<file path="src/rtl/spi_dac_multi.sv">
// Multi-channel SPI DAC driver: serialises {ctrl, sample} frames for each enabled
// channel in ascending order, with sync_n gaps between frames.
module spi_dac_multi #(
  parameter int DATA_W   = 16,
  parameter int CTRL_W   = 8,
  parameter int NUM_CH   = 2,
  parameter int CLK_DIV  = 2,
  parameter int IDLE_CYC = 2
) (
  input  logic                     clk,
  input  logic                     rst,
  input  logic                     in_valid,
  output logic                     in_ready,
  input  logic [NUM_CH*DATA_W-1:0] in_data,
  input  logic [NUM_CH*CTRL_W-1:0] in_ctrl,
  input  logic [NUM_CH-1:0]        ch_en,
  output logic                     sclk,
  output logic                     sync_n,
  output logic                     sdo,
  output logic                     busy,
  output logic                     frame_done
);

  localparam int FRAME_W = CTRL_W + DATA_W;
  localparam int BIT_W   = (FRAME_W > 1) ? $clog2(FRAME_W) : 1;
  localparam int DIV_W   = $clog2(2 * CLK_DIV);
  localparam int GAP_W   = (IDLE_CYC > 1) ? $clog2(IDLE_CYC) : 1;
  localparam int CH_W    = (NUM_CH > 1) ? $clog2(NUM_CH) : 1;

  localparam logic [BIT_W-1:0] BIT_LAST = BIT_W'(FRAME_W - 1);
  localparam logic [DIV_W-1:0] DIV_LAST = DIV_W'(2 * CLK_DIV - 1);
  localparam logic [DIV_W-1:0] DIV_HALF = DIV_W'(CLK_DIV);
  // The IDLE cycle itself counts toward the final gap, so the last GAP is one shorter.
  localparam logic [GAP_W-1:0] GAP_MORE = GAP_W'(IDLE_CYC - 1);
  localparam logic [GAP_W-1:0] GAP_END  = GAP_W'((IDLE_CYC > 1) ? IDLE_CYC - 2 : 0);

  localparam logic [1:0] S_IDLE  = 2'd0;
  localparam logic [1:0] S_SHIFT = 2'd1;
  localparam logic [1:0] S_GAP   = 2'd2;

  logic [1:0]               state_q, state_d;
  logic [BIT_W-1:0]         bit_q, bit_d;
  logic [DIV_W-1:0]         div_q, div_d;
  logic [GAP_W-1:0]         gap_q, gap_d;
  logic [FRAME_W-1:0]       shreg_q, shreg_d;
  logic [NUM_CH-1:0]        mask_q, mask_d;
  logic [NUM_CH*DATA_W-1:0] data_q, data_d;
  logic [NUM_CH*CTRL_W-1:0] ctrl_q, ctrl_d;
  logic                     done_q, done_d;

  logic [NUM_CH-1:0]        src_mask, rest_mask;
  logic [NUM_CH*DATA_W-1:0] src_data;
  logic [NUM_CH*CTRL_W-1:0] src_ctrl;
  logic [CH_W-1:0]          pick;
  logic [FRAME_W-1:0]       next_frame;
  logic                     accept, start_frame;

  assign accept = in_valid && in_ready;

  // Lowest pending channel, taken from the live inputs on accept, else from the latched copy.
  always_comb begin
    src_mask = (state_q == S_IDLE) ? ch_en   : mask_q;
    src_data = (state_q == S_IDLE) ? in_data : data_q;
    src_ctrl = (state_q == S_IDLE) ? in_ctrl : ctrl_q;
    pick = '0;
    for (int k = NUM_CH - 1; k >= 0; k--) begin
      if (src_mask[k]) pick = CH_W'(k);
    end
    rest_mask       = src_mask;
    rest_mask[pick] = 1'b0;
    next_frame = {src_ctrl[int'(pick)*CTRL_W +: CTRL_W], src_data[int'(pick)*DATA_W +: DATA_W]};
  end

  always_comb begin
    state_d     = state_q;
    bit_d       = bit_q;
    div_d       = div_q;
    gap_d       = gap_q;
    shreg_d     = shreg_q;
    mask_d      = mask_q;
    data_d      = data_q;
    ctrl_d      = ctrl_q;
    done_d      = 1'b0;
    start_frame = 1'b0;

    case (state_q)
      S_IDLE: begin
        if (accept) begin
          data_d = in_data;
          ctrl_d = in_ctrl;
          if (|ch_en) start_frame = 1'b1;
          else begin
            mask_d = '0;
            done_d = 1'b1;
          end
        end
      end
      S_SHIFT: begin
        if (div_q == DIV_LAST) begin
          div_d = '0;
          if (bit_q == BIT_LAST) begin
            gap_d = '0;
            if ((|mask_q) || (IDLE_CYC > 1)) state_d = S_GAP;
            else begin
              state_d = S_IDLE;
              done_d  = 1'b1;
            end
          end else begin
            bit_d   = bit_q + 1'b1;
            shreg_d = shreg_q << 1;
          end
        end else begin
          div_d = div_q + 1'b1;
        end
      end
      S_GAP: begin
        if (gap_q == ((|mask_q) ? GAP_MORE : GAP_END)) begin
          if (|mask_q) start_frame = 1'b1;
          else begin
            state_d = S_IDLE;
            done_d  = 1'b1;
          end
        end else begin
          gap_d = gap_q + 1'b1;
        end
      end
      default: state_d = S_IDLE;
    endcase

    if (start_frame) begin
      state_d = S_SHIFT;
      shreg_d = next_frame;
      mask_d  = rest_mask;
      bit_d   = '0;
      div_d   = '0;
    end
  end

  always_ff @(posedge clk) begin
    if (rst) begin
      state_q <= S_IDLE;
      bit_q   <= '0;
      div_q   <= '0;
      gap_q   <= '0;
      shreg_q <= '0;
      mask_q  <= '0;
      data_q  <= '0;
      ctrl_q  <= '0;
      done_q  <= 1'b0;
    end else begin
      state_q <= state_d;
      bit_q   <= bit_d;
      div_q   <= div_d;
      gap_q   <= gap_d;
      shreg_q <= shreg_d;
      mask_q  <= mask_d;
      data_q  <= data_d;
      ctrl_q  <= ctrl_d;
      done_q  <= done_d;
    end
  end

  // Serial lines decode straight from registered state; sclk idles high.
  assign sync_n     = (state_q != S_SHIFT);
  assign sclk       = (state_q != S_SHIFT) || (div_q < DIV_HALF);
  assign sdo        = (state_q == S_SHIFT) && shreg_q[FRAME_W-1];
  assign in_ready   = !rst && (state_q == S_IDLE);
  assign busy       = !rst && (state_q != S_IDLE);
  assign frame_done = done_q;

endmodule
</file>
<file path="config.mk">
export PLATFORM = sky130hd
export DESIGN_NAME = spi_dac_multi
export DESIGN_NICKNAME = d
export VERILOG_FILES = /design/src/rtl/spi_dac_multi.sv
export SDC_FILE = /design/constraint.sdc
export NUM_CORES = 1
export LEC_CHECK = 0
export BUFFER_PORTS_ARGS = -buffer_cell sky130_fd_sc_hd__buf_2
export CORE_ASPECT_RATIO = 0.5
export CORE_UTILIZATION = 42
export CTS_BUF_LIST = sky130_fd_sc_hd__clkbuf_16
export DETAILED_ROUTE_END_ITERATION = 6
export MAX_ROUTING_LAYER = met4
export PLACE_DENSITY = 0.71
export SYNTH_ARGS = -nofsm -noshare
export SYNTH_HDL_FRONTEND = slang
export SYNTH_SLANG_ARGS = --single-unit
</file>
<file path="constraint.sdc">
create_clock -name clk -period 4.86 [get_ports clk]
set_clock_uncertainty 0.15 [all_clocks]
set_input_delay 0.486 -clock clk [delete_from_list [all_inputs] [get_ports clk]]
set_output_delay 0.486 -clock clk [all_outputs]
set_load 0.05 [all_outputs]
</file>
==> results.md <==
- Worst-margin pin slew: ~1.0 ns
- Hold Slack: approximately 0.21 ns
- Total negative setup slack: 0 ns
- Drt initial violations: 184
- Worst path arrival time: between 2 and 3 ns
- Flop and latch count out of synthesis: 85
- CP max FO: just over 100
- Final nets: between 500 and 600
- CTS tree: built
- Syn Area/Cell: just under 9 µm²
- Clk pwr share: 38.7%
- Dpl hpwl: ~5500 µm
- Cell area after synthesis: 4230 µm²
- Critical path class: in -> reg
- Total clock sinks: between 80 and 90
- Die ar.: around 10000 µm²
- Largest net degree at the start of global routing: 102
- Chip height: 72.9 µm
- Clk_lat worst skew: roughly 0.34 ns
- # hold bufs at CTS: 0
- CP max-delay cell: nand2_1
- Routed vias: 3250
- Setup Viol. Count Final: 0
- Synth cell types: 40
- YS warnings: 0
- CTS Buf Count: 9
- Vias per cell: roughly 5
- Fin worst setup slack: 1.97 ns
- Number of global-route vias before repair: approximately 3100
- Final ANT Viol Nets: 0
- Share of cells above drive strength 1: just under 20%
- Post-synthesis net count: 540
- Boundary Pins: a little under 60
- Final Hold Vio Count: 0
- Max transition margin: a little under a third
- Max_cap viols: 0
- Bufs on Longest Clock Path: 2
- Crit end category: flop
- Psw: ~370 µW
- GP Congestion: about 0.73
- Worst hold path type: in -> reg
- Sequential power share: between 50% and 60%
- Finished Cell Area: roughly 4800 µm²
- Tcrit/Tclk final: 59.5%
- First-pass DRT Iterations: 4
- Worst VDD drop: ~0.19 mV
- Core ar.: 9600 µm²
- DR WL/cell: ~13 µm
- Ant. Diodes: 0
- Register area share after synthesis: between 40% and 50%
- Post-DP Area: 4540 µm²
- Worst EP required: between 4 and 5 ns
- Comb pwr share: a little over a tenth
- Clock root buffer master: clkbuf_16
- CTS H-tree depth: 3
- Status: finished, final reports clean
- FMAX: around 350 MHz
- Hold path cells: 3
- Area delta synth->final: 13.2%
- DP Worst Slack: between 1.5 and 2 ns
- Static Leak: 0.00201 µW
- Fillers: 942
- Cell Pwr Density: 319 nW/µm²
- Clock period minus worst slack: a little under 3 ns
- Grt ovf: 0
- Net Sw Frac: between 20% and 30%
- Initial Util: approximately 44%
- Total Wirelength: ~8300 µm
- Post_cts resized: 0
- Cells after Synth: approximately 480
- R2R depth: 4
- Internal power: 1150 µW
- Clk slew on worst S/H paths: ~0.06 ns
- Die W: 144 µm
- Multi-input logic area: about 2300 µm²
- CP cell instances: buf_2 > nor4b_4 > buf_4 > nand2_1 > o221ai_1
- Max Slew Vio Count: 0
- Critical path startpoint category: primary input
- Area occupied by registers: 1700 µm²
- GRT Util Overall: 17.9%
- IO buf count: 58
- RSZ-0062 raised after global routing: no
- Initial antenna violation count: 0
- Global-route wire length before repair: ~14000 µm
- Total power: between 1500 and 2000 µW
- Post-CTS Setup Repair Bufs: 0
- DRC violations left: 0
- Critical path's largest stage delay: 0.73 ns
- Row cnt: 25
-- per-layer routing --
metal / routed length [µm] / part of all wire, % / track usage [%]
met1: 4350 / 53 / 22.6
met2: 3590 / 43 / 28.0
met3: 233 / 2.8 / 3.87
met4: 104 / 1.3 / 7.45
met5: 0 / 0 / -
-- power by group through the flow --
| stage | clock network [µW] | registers, µW | logic (µW) |
|---|---|---|---|
| 2_1_floorplan | 0 | 780 | 118 |
| 3_3_place_gp | 0 | 786 | 161 |
| 3_5_place_dp | 0 | 787 | 165 |
| 4_1_cts | 607 | 773 | 165 |
| 5_1_grt | 631 | 779 | 184 |
| 6_report | 589 | 773 | 163 |
-- cells in the final DEF, fill, tap and decap left out, types with 2 or more instances in the layout --
master / n
nand2_1: 103
dfxtp_1: 85
buf_2: 58
nand2b_1: 49
o21ai_0: 49
mux2i_1: 47
mux2_2: 24
o221ai_1: 22
nor2_1: 10
inv_1: 9
clkbuf_16: 9
a21oi_1: 7
nand3_1: 5
nor3_1: 4
xor2_1: 4
ha_1: 4
nand4b_1: 3
buf_4: 3
or2_2: 2
and3b_1: 2
nor2b_1: 2
nand4_1: 2
clkinv_2: 2
-- worst max-delay path, delay by kind of cell --
kind	cells	cell delay (ns)
buffers and inverters	2	1.03
AND/OR/NAND/NOR	2	1.06
AO/OA/AOI/OAI	1	0.40
-- area by class of cell --
cell class,count,share of cell area (%)
Inverter,6,0.471
Multi-Input combinational cell,356,48.7
Clock buffer,9,4.71
Clock inverter,6,0.523
Sequential cell,85,35.6
Timing Repair Buffer,61,6.54
Tap cell,135,3.53
-- Yosys cell counts (all sizes together) --
library cell  count  area share, %
nand2b           49            7.3
o211ai            1           0.18
nand4b            3           0.62
and2              1           0.15
a21oi             7           0.83
xor2              4           0.83
nand3             5           0.59
dfxtp            85             40
a211oi            1           0.18
inv               6           0.53
mux2i            48             12
o211a             1           0.24
and3b             2           0.41
nor4b             1           0.36
nand2           104            9.4
buf              24            3.3
o21ai            49            5.8
nor2             11            1.2
or2               3           0.44
ha                4            1.2
nor3              4           0.47
clkbuf           12            1.1
o31ai             1           0.18
or3               1           0.15
and3              1           0.15
a211o             1           0.21
mux2             25            6.7
and4bb            1           0.30
o221ai           22            4.6
nand4             2           0.30
a2111oi           1           0.21
nor2b             2           0.30
a31oi             1           0.15
-- through the flow --
step	utilization, %	std cells
CTS	49.8	658
global route	49.8	658
detailed placement	47.2	643
finish	49.8	658
floorplan	-	483
global placement	47.2	643
-- logic make-up after synthesis --
logic type,synth area share [%]
multiplexers,18.3
AO/OA/AOI/OAI,12.5
adder cells (fa/ha/maj),1.18
flip-flops,40.2
XOR/XNOR,0.829
AND/OR/NAND/NOR,22.0
buffers and inverters,4.85
-- path summary, 6_finish.rpt --
path / from / to / slack (ns)
worst max-delay path: rst / shreg_q[10]$_SDFFE_PP0P_ / 1.97
worst min-delay path: in_data[26] / data_q[26]$_SDFFE_PP0P_ / 0.21
worst max register to register: state_q[0]$_SDFFE_PP0P_ / shreg_q[10]$_SDFFE_PP0P_ / 2.02
worst min register to register: mask_q[0]$_SDFFE_PP0P_ / mask_q[0]$_SDFFE_PP0P_ / 0.32
-- sequential cells by signal (all words and copies together), names as in the netlist --
signal / flops
bit_q: 5
frame_done: 1
shreg_q: 24
data_q: 32
div_q: 2
state_q: 2
mask_q: 2
ctrl_q: 16
gap_q: 1
(Power assumes the default switching activity.)
